<file path="src/rtl/pipe_hazard_ctrl_if.sv">
// Bundle between the dual-issue pipeline datapath and its hazard controller.
// master: datapath side (drives operand/destination info, consumes controls)
// slave : hazard controller side
interface pipe_hazard_ctrl_if;
  localparam int unsigned REG_W = 5;
  localparam int unsigned CNT_W = 16;

  // ID-stage source registers and valid
  logic [REG_W-1:0] id_rs1;
  logic [REG_W-1:0] id_rt1;
  logic [REG_W-1:0] id_rs2;
  logic [REG_W-1:0] id_rt2;
  logic             id_valid;

  // Downstream destinations
  logic [REG_W-1:0] ex_rd1;
  logic [REG_W-1:0] ex_rd2;
  logic             ex_memRd1;
  logic             ex_regWrite2;
  logic [REG_W-1:0] mem_rd1;
  logic [REG_W-1:0] wb_rd1;
  logic             mem_regWrite1;
  logic             wb_regWrite1;

  // Control events
  logic             branch_taken;
  logic             mem_busy;

  // Controls back to the pipeline
  logic             pc_we;
  logic             if_id_we;
  logic             ex_mem_we;
  logic             mem_wb_we;
  logic             if_flush;
  logic             id_flush;
  logic [1:0]       fwdA1;
  logic [1:0]       fwdB1;
  logic [1:0]       state;
  logic [CNT_W-1:0] stall_cnt;
  logic [CNT_W-1:0] flush_cnt;

  modport master (
    output id_rs1, id_rt1, id_rs2, id_rt2, id_valid,
    output ex_rd1, ex_rd2, ex_memRd1, ex_regWrite2,
    output mem_rd1, wb_rd1, mem_regWrite1, wb_regWrite1,
    output branch_taken, mem_busy,
    input  pc_we, if_id_we, ex_mem_we, mem_wb_we, if_flush, id_flush,
    input  fwdA1, fwdB1, state, stall_cnt, flush_cnt
  );

  modport slave (
    input  id_rs1, id_rt1, id_rs2, id_rt2, id_valid,
    input  ex_rd1, ex_rd2, ex_memRd1, ex_regWrite2,
    input  mem_rd1, wb_rd1, mem_regWrite1, wb_regWrite1,
    input  branch_taken, mem_busy,
    output pc_we, if_id_we, ex_mem_we, mem_wb_we, if_flush, id_flush,
    output fwdA1, fwdB1, state, stall_cnt, flush_cnt
  );
endinterface

</file>
<file path="src/rtl/pipe_hazard_ctrl.sv">
// Hazard controller for a dual-issue in-order pipeline: load-use and slot-2
// stalls, branch flush, memory-busy freeze with state replay, slot-1 forwarding.
// Pipeline controls are combinational from the current state and ID/EX info.
// Optional feature macro: HAZ_PERF_CNT_EN enables saturating stall/flush counters.
module pipe_hazard_ctrl (
  input  logic                clk,
  input  logic                reset,
  pipe_hazard_ctrl_if.slave   bus
);
  localparam int unsigned CNT_W = 16;

  typedef enum logic [1:0] {
    RUN     = 2'b00,
    LDSTALL = 2'b01,
    BRFLUSH = 2'b10,
    FREEZE  = 2'b11
  } state_e;

  state_e state_q, state_d;
  state_e saved_q, saved_d;

  logic load_use_c, slot2_c, hazard_c;
  logic pc_we_c, if_id_we_c, ex_mem_we_c, mem_wb_we_c, if_flush_c, id_flush_c;
  logic [1:0] fwd_a_c, fwd_b_c;

  // Hazard detection; register 0 never matches
  always_comb begin
    load_use_c = bus.id_valid && bus.ex_memRd1 && (bus.ex_rd1 != 5'd0) &&
                 ((bus.ex_rd1 == bus.id_rs1) || (bus.ex_rd1 == bus.id_rt1) ||
                  (bus.ex_rd1 == bus.id_rs2) || (bus.ex_rd1 == bus.id_rt2));
    // Slot-2 results have no forwarding path into slot-1 operands
    slot2_c    = bus.id_valid && bus.ex_regWrite2 && (bus.ex_rd2 != 5'd0) &&
                 ((bus.ex_rd2 == bus.id_rs1) || (bus.ex_rd2 == bus.id_rt1));
    hazard_c   = load_use_c || slot2_c;
  end

  // Next-state and pipeline controls: mem_busy > hazard > branch
  always_comb begin
    state_d     = state_q;
    saved_d     = saved_q;
    pc_we_c     = 1'b1;
    if_id_we_c  = 1'b1;
    ex_mem_we_c = 1'b1;
    mem_wb_we_c = 1'b1;
    if_flush_c  = 1'b0;
    id_flush_c  = 1'b0;

    if (bus.mem_busy) begin
      pc_we_c     = 1'b0;
      if_id_we_c  = 1'b0;
      ex_mem_we_c = 1'b0;
      mem_wb_we_c = 1'b0;
      state_d     = FREEZE;
      if (state_q != FREEZE) begin
        saved_d = state_q;
      end
    end else begin
      if (hazard_c) begin
        pc_we_c    = 1'b0;
        if_id_we_c = 1'b0;
        id_flush_c = 1'b1;
        state_d    = LDSTALL;
      end else if (bus.branch_taken) begin
        if_flush_c = 1'b1;
        state_d    = BRFLUSH;
      end else begin
        state_d    = RUN;
      end
      // Leaving a freeze resumes the interrupted state
      if (state_q == FREEZE) begin
        state_d = saved_q;
        saved_d = RUN;
      end
    end
  end

  // State and saved-state registers
  always_ff @(posedge clk or negedge reset) begin
    if (!reset) begin
      state_q <= RUN;
      saved_q <= RUN;
    end else begin
      state_q <= state_d;
      saved_q <= saved_d;
    end
  end

  // Slot-1 forwarding select: EX/MEM beats MEM/WB
  always_comb begin
    fwd_a_c = 2'b00;
    fwd_b_c = 2'b00;
    if (bus.mem_regWrite1 && (bus.mem_rd1 != 5'd0) && (bus.mem_rd1 == bus.id_rs1)) begin
      fwd_a_c = 2'b01;
    end else if (bus.wb_regWrite1 && (bus.wb_rd1 != 5'd0) && (bus.wb_rd1 == bus.id_rs1)) begin
      fwd_a_c = 2'b10;
    end
    if (bus.mem_regWrite1 && (bus.mem_rd1 != 5'd0) && (bus.mem_rd1 == bus.id_rt1)) begin
      fwd_b_c = 2'b01;
    end else if (bus.wb_regWrite1 && (bus.wb_rd1 != 5'd0) && (bus.wb_rd1 == bus.id_rt1)) begin
      fwd_b_c = 2'b10;
    end
  end

  // Outputs forced to pass-through values while reset is held
  assign bus.pc_we     = reset ? pc_we_c     : 1'b1;
  assign bus.if_id_we  = reset ? if_id_we_c  : 1'b1;
  assign bus.ex_mem_we = reset ? ex_mem_we_c : 1'b1;
  assign bus.mem_wb_we = reset ? mem_wb_we_c : 1'b1;
  assign bus.if_flush  = reset ? if_flush_c  : 1'b0;
  assign bus.id_flush  = reset ? id_flush_c  : 1'b0;
  assign bus.fwdA1     = reset ? fwd_a_c     : 2'b00;
  assign bus.fwdB1     = reset ? fwd_b_c     : 2'b00;
  assign bus.state     = 2'(state_q);

`ifdef HAZ_PERF_CNT_EN
  logic [CNT_W-1:0] stall_cnt_q, stall_cnt_d;
  logic [CNT_W-1:0] flush_cnt_q, flush_cnt_d;

  // Saturating performance counters
  always_comb begin
    stall_cnt_d = stall_cnt_q;
    flush_cnt_d = flush_cnt_q;
    if (!pc_we_c && (stall_cnt_q != {CNT_W{1'b1}})) begin
      stall_cnt_d = stall_cnt_q + CNT_W'(1);
    end
    if ((if_flush_c || id_flush_c) && (flush_cnt_q != {CNT_W{1'b1}})) begin
      flush_cnt_d = flush_cnt_q + CNT_W'(1);
    end
  end

  // Counter registers
  always_ff @(posedge clk or negedge reset) begin
    if (!reset) begin
      stall_cnt_q <= '0;
      flush_cnt_q <= '0;
    end else begin
      stall_cnt_q <= stall_cnt_d;
      flush_cnt_q <= flush_cnt_d;
    end
  end

  assign bus.stall_cnt = stall_cnt_q;
  assign bus.flush_cnt = flush_cnt_q;
`else
  assign bus.stall_cnt = '0;
  assign bus.flush_cnt = '0;
`endif

endmodule
</file>
<file path="src/flat_wrapper.sv">
// flat-port wrapper written by rule: the top's interface ports become plain ports
module pipe_hazard_ctrl_flat 
  (clk, reset, bus_id_rs1, bus_id_rt1, bus_id_rs2, bus_id_rt2, bus_id_valid, bus_ex_rd1, bus_ex_rd2, bus_ex_memRd1, bus_ex_regWrite2, bus_mem_rd1, bus_wb_rd1, bus_mem_regWrite1, bus_wb_regWrite1, bus_branch_taken, bus_mem_busy, bus_pc_we, bus_if_id_we, bus_ex_mem_we, bus_mem_wb_we, bus_if_flush, bus_id_flush, bus_fwdA1, bus_fwdB1, bus_state, bus_stall_cnt, bus_flush_cnt);
  pipe_hazard_ctrl_if bus_i ();
  input  logic clk;
  input  logic reset;
  input wire logic [$bits(bus_i.id_rs1)-1:0] bus_id_rs1;
  input wire logic [$bits(bus_i.id_rt1)-1:0] bus_id_rt1;
  input wire logic [$bits(bus_i.id_rs2)-1:0] bus_id_rs2;
  input wire logic [$bits(bus_i.id_rt2)-1:0] bus_id_rt2;
  input wire logic [$bits(bus_i.id_valid)-1:0] bus_id_valid;
  input wire logic [$bits(bus_i.ex_rd1)-1:0] bus_ex_rd1;
  input wire logic [$bits(bus_i.ex_rd2)-1:0] bus_ex_rd2;
  input wire logic [$bits(bus_i.ex_memRd1)-1:0] bus_ex_memRd1;
  input wire logic [$bits(bus_i.ex_regWrite2)-1:0] bus_ex_regWrite2;
  input wire logic [$bits(bus_i.mem_rd1)-1:0] bus_mem_rd1;
  input wire logic [$bits(bus_i.wb_rd1)-1:0] bus_wb_rd1;
  input wire logic [$bits(bus_i.mem_regWrite1)-1:0] bus_mem_regWrite1;
  input wire logic [$bits(bus_i.wb_regWrite1)-1:0] bus_wb_regWrite1;
  input wire logic [$bits(bus_i.branch_taken)-1:0] bus_branch_taken;
  input wire logic [$bits(bus_i.mem_busy)-1:0] bus_mem_busy;
  output wire logic [$bits(bus_i.pc_we)-1:0] bus_pc_we;
  output wire logic [$bits(bus_i.if_id_we)-1:0] bus_if_id_we;
  output wire logic [$bits(bus_i.ex_mem_we)-1:0] bus_ex_mem_we;
  output wire logic [$bits(bus_i.mem_wb_we)-1:0] bus_mem_wb_we;
  output wire logic [$bits(bus_i.if_flush)-1:0] bus_if_flush;
  output wire logic [$bits(bus_i.id_flush)-1:0] bus_id_flush;
  output wire logic [$bits(bus_i.fwdA1)-1:0] bus_fwdA1;
  output wire logic [$bits(bus_i.fwdB1)-1:0] bus_fwdB1;
  output wire logic [$bits(bus_i.state)-1:0] bus_state;
  output wire logic [$bits(bus_i.stall_cnt)-1:0] bus_stall_cnt;
  output wire logic [$bits(bus_i.flush_cnt)-1:0] bus_flush_cnt;
  assign bus_i.id_rs1 = bus_id_rs1;
  assign bus_i.id_rt1 = bus_id_rt1;
  assign bus_i.id_rs2 = bus_id_rs2;
  assign bus_i.id_rt2 = bus_id_rt2;
  assign bus_i.id_valid = bus_id_valid;
  assign bus_i.ex_rd1 = bus_ex_rd1;
  assign bus_i.ex_rd2 = bus_ex_rd2;
  assign bus_i.ex_memRd1 = bus_ex_memRd1;
  assign bus_i.ex_regWrite2 = bus_ex_regWrite2;
  assign bus_i.mem_rd1 = bus_mem_rd1;
  assign bus_i.wb_rd1 = bus_wb_rd1;
  assign bus_i.mem_regWrite1 = bus_mem_regWrite1;
  assign bus_i.wb_regWrite1 = bus_wb_regWrite1;
  assign bus_i.branch_taken = bus_branch_taken;
  assign bus_i.mem_busy = bus_mem_busy;
  assign bus_pc_we = bus_i.pc_we;
  assign bus_if_id_we = bus_i.if_id_we;
  assign bus_ex_mem_we = bus_i.ex_mem_we;
  assign bus_mem_wb_we = bus_i.mem_wb_we;
  assign bus_if_flush = bus_i.if_flush;
  assign bus_id_flush = bus_i.id_flush;
  assign bus_fwdA1 = bus_i.fwdA1;
  assign bus_fwdB1 = bus_i.fwdB1;
  assign bus_state = bus_i.state;
  assign bus_stall_cnt = bus_i.stall_cnt;
  assign bus_flush_cnt = bus_i.flush_cnt;
  pipe_hazard_ctrl u_core (.clk(clk), .reset(reset), .bus(bus_i));
endmodule
</file>
<file path="config.mk">
export PLATFORM = sky130hd
export DESIGN_NAME = pipe_hazard_ctrl_flat
export DESIGN_NICKNAME = d
export VERILOG_FILES = /design/src/rtl/pipe_hazard_ctrl_if.sv /design/src/rtl/pipe_hazard_ctrl.sv /design/src/flat_wrapper.sv
export SDC_FILE = /design/constraint.sdc
export NUM_CORES = 1
export LEC_CHECK = 0
export BUFFER_PORTS_ARGS = -buffer_cell sky130_fd_sc_hd__clkbuf_2
export CAP_MARGIN = 20
export CORE_MARGIN = 1
export CORE_UTILIZATION = 36
export CTS_CLUSTER_DIAMETER = 100
export CTS_CLUSTER_SIZE = 40
export DETAILED_ROUTE_END_ITERATION = 8
export HOLD_SLACK_MARGIN = 0.15
export PLACE_DENSITY = 0.83
export REMOVE_ABC_BUFFERS = 1
export SKIP_CTS_REPAIR_TIMING = 1
export SKIP_LAST_GASP = 1
export SLEW_MARGIN = 10
export SYNTH_ARGS = -nofsm -noshare
export SYNTH_HDL_FRONTEND = slang
export SYNTH_SLANG_ARGS = --single-unit
</file>
<file path="constraint.sdc">
create_clock -name clk -period 1.05 [get_ports clk]
set_input_delay 0.0525 -clock clk [delete_from_list [all_inputs] [get_ports clk]]
set_output_delay 0.0525 -clock clk [all_outputs]
set_load 0.03 [all_outputs]
</file>
==> flow_metrics.tcl <==
set metrics [dict create \
    final_core_util_pct 60.41 \
    rsz0062_at_grt "yes" \
    leakagePower_nw 0.8796 \
    synth.distinct_cells 25 \
    ff2ff_path_depth 4 \
    fp.dieH_um 58.52 \
    hold_class "in -> reg" \
    start_util_pct 37.66 \
    critPathArrivalTime_ns 1.40 \
    cts_sinks 4 \
    numPortBuffers 60 \
    initialDrtViolationCount 51 \
    grt_max_degree 11 \
    post_drt_wl_per_cell_um 13.75 \
    crit_type "in -> out" \
    violations "negative setup slack" \
    status "finished, violations left" \
    avgSynthCellArea_um2 7.615 \
    vias 1339 \
    grt_pass1_vias 1122 \
    fin_worst_skew_ns 0.006225 \
    hold_viol_final 0 \
    crit_path_max_fanout 4 \
    diodes 0 \
    ios 93 \
    fillCellCount 245 \
    drc 0 \
    clock_path_buffers 2 \
    dp_hpwl_mm 2.662 \
    yosysSeqAreaShare_pct 8.705 \
    grt.total_usage_pct 17.80 \
    finalWirelength_mm 3.865 \
    place_ws_ns -0.4906 \
    placed_cells 274 \
    worst_setup_path_end_kind "output pin" \
    layout-drive-gt1-share_pct 45.15 \
    hold-path-cell-count 3 \
    ant_nets 0 \
    h-tree-depth 1 \
    viasPerCell 4.765 \
    fp.dieW_um 58.52 \
    synth-seq-cells 4 \
    finalCritPeriodShare_pct 137.9 \
    area_delta_synth_final_pct 60.39 \
    setup_ws_ns -0.3982 \
    ir_drop_uv 580.4 \
    final_max_slew_viol_count 0 \
    core_area_mm2 0.003053 \
    power_density_mw_per_mm2 745.3 \
    yosysWarnings 0 \
    place_area_mm2 0.001548 \
    grt_overflow 0 \
    clock_tree.root_cell "clkbuf_4" \
    grt_pass1_wl_mm 4.636 \
    min_period_ns 1.448 \
    antenna_found_initial 0 \
    cp_data_required_time_ns 1.00 \
    cts_tree "done" \
    cts-buffers-inserted 3 \
    cp-start-kind "input port" \
    clk_pin_slew_ns 0.04 \
    drv_cap 0 \
    setup_viol 11 \
    rows 20 \
    dr.pass1.iters 5 \
    die-area_mm2 0.003424 \
    final_cells 281 \
    clk_latency_ns 0.25 \
    syn-instance-count 151 \
    nNetsFinal 288 \
    syn_area_mm2 0.001150 \
    max_freq_mhz 690.5 \
    gp_congestion 0.8770 \
    fin_area_mm2 0.001844 \
]
-- layout make-up --
cell class	instances	area [um2]	area share (%)
Multi-Input combinational cell	134	982.2	53.26
Timing Repair Buffer	92	669.4	36.30
Sequential cell	4	100.1	5.427
Tap cell	44	55.05	2.985
Clock buffer	3	22.52	1.221
Inverter	4	15.01	0.8141
-- worst paths after layout --
check | slack, ns | end | start
max | -0.40 | bus_fwdB1[1] | bus_id_rt1[4]
min | 0.25 | u_core.bus.state[1] | bus_mem_busy
max reg2reg | -0.04 | u_core.bus.state[1] | u_core.bus.state[1]
min reg2reg | 0.56 | u_core.saved_q[0] | u_core.saved_q[0]
max in group asynchronous | 0.45 | u_core.bus.state[0] | reset
min in group asynchronous | 0.42 | u_core.saved_q[0] | reset
-- power by group --
part	leakage [nW]	total [W]	switching [W]	internal, W
combinational	0.817	0.000959	0.000567	0.000392
sequential	0.0484	0.000204	0.0000183	0.000186
clock	0.0138	0.000211	0.0000823	0.000129
total	0.880	0.00137	0.000668	0.000707
-- sequential cells by signal, indices dropped and copies added (netlist names) --
| signal | cells |
|---|---|
| u_core.bus.state | 2 |
| u_core.saved_q | 2 |
-- metal layers --
| layer | track usage (%) | up-vias | routed length [um] | share of wire (%) |
|---|---|---|---|---|
| li1 | - | 612 | - | - |
| met1 | 19.14 | 618 | 1422 | 37 |
| met2 | 33.99 | 89 | 2062 | 53 |
| met3 | 4.176 | 20 | 238 | 6.2 |
| met4 | 5.782 | 0 | 141 | 3.6 |
| met5 | 0 | - | 0 | 0 |
-- cells in the mapped netlist --
master	number	area share [%]
buf_4	34	22
xnor2_1	30	23
xor2_1	20	15
nand3_1	10	4.4
nand2_1	8	2.6
nor3_1	6	2.6
a21oi_1	5	2.2
buf_2	5	2.2
or4_1	5	3.3
dfrtp_1	4	8.7
inv_1	4	1.3
nor4_1	4	2.2
and2_1	2	1.1
o22ai_1	2	1.1
o31ai_1	2	1.3
a21oi_2	1	0.76
clkbuf_1	1	0.33
conb_1	1	0.33
nor2_1	1	0.33
o2111a_2	1	1.1
o211a_1	1	0.87
o211ai_1	1	0.65
o211ai_2	1	1.1
o21ai_1	1	0.43
o41a_1	1	0.98
-- placed cells by master, fill, tap and decap left out --
cell           synthesis  layout
xnor2_1               30      29
nor4_4                 0       3
o21ai_4                0       1
dlygate4sd3_1          0       2
o211ai_2               1       1
o211a_1                1       1
o2111a_2               1       1
o31ai_4                0       2
clkbuf_4               0       3
buf_4                 34      30
and2_1                 2       1
and2_4                 0       1
nor2_1                 1       1
o22ai_1                2       2
o211ai_1               1       1
nand2_1                8       8
inv_1                  4       4
nand3_1               10      10
or4_1                  5       3
buf_6                  0      15
conb_1                 1      32
xnor2_2                0       1
nor4_2                 0       1
nor3_1                 6       6
a21oi_1                5       5
a21oi_4                0       1
o41a_1                 1       1
clkbuf_2               0      42
dfrtp_1                4       4
or4_4                  0       2
buf_8                  0       3
xor2_1                20      20
-- logic make-up after synthesis --
family / synth area share [%]
AO/OA/AOI/OAI: 10.44
flip-flops: 8.705
XOR/XNOR: 38.08
AND/OR/NAND/NOR: 16.43
buffers and inverters: 26.01
other: 0.3261
-- per-stage QoR --
step           hold WS [ns]  total power [W]  TNS, ns
3_5_place_dp        0.02738         0.001021   -3.729
4_1_cts             -0.2290         0.001226   -3.276
6_report             0.2508         0.001375   -3.145
3_3_place_gp        0.02445         0.001003   -3.486
5_1_grt              0.2371         0.001447   -3.577
2_1_floorplan       -0.2431        0.0006743   -5.075
-- critical path, cell delays in order --
cell,delay [ns]
clkbuf_2,0.15
xor2_1,0.18
or4_4,0.52
nor4_4,0.29
buf_4,0.20
Note: power is estimated with default switching activity, not from simulation.
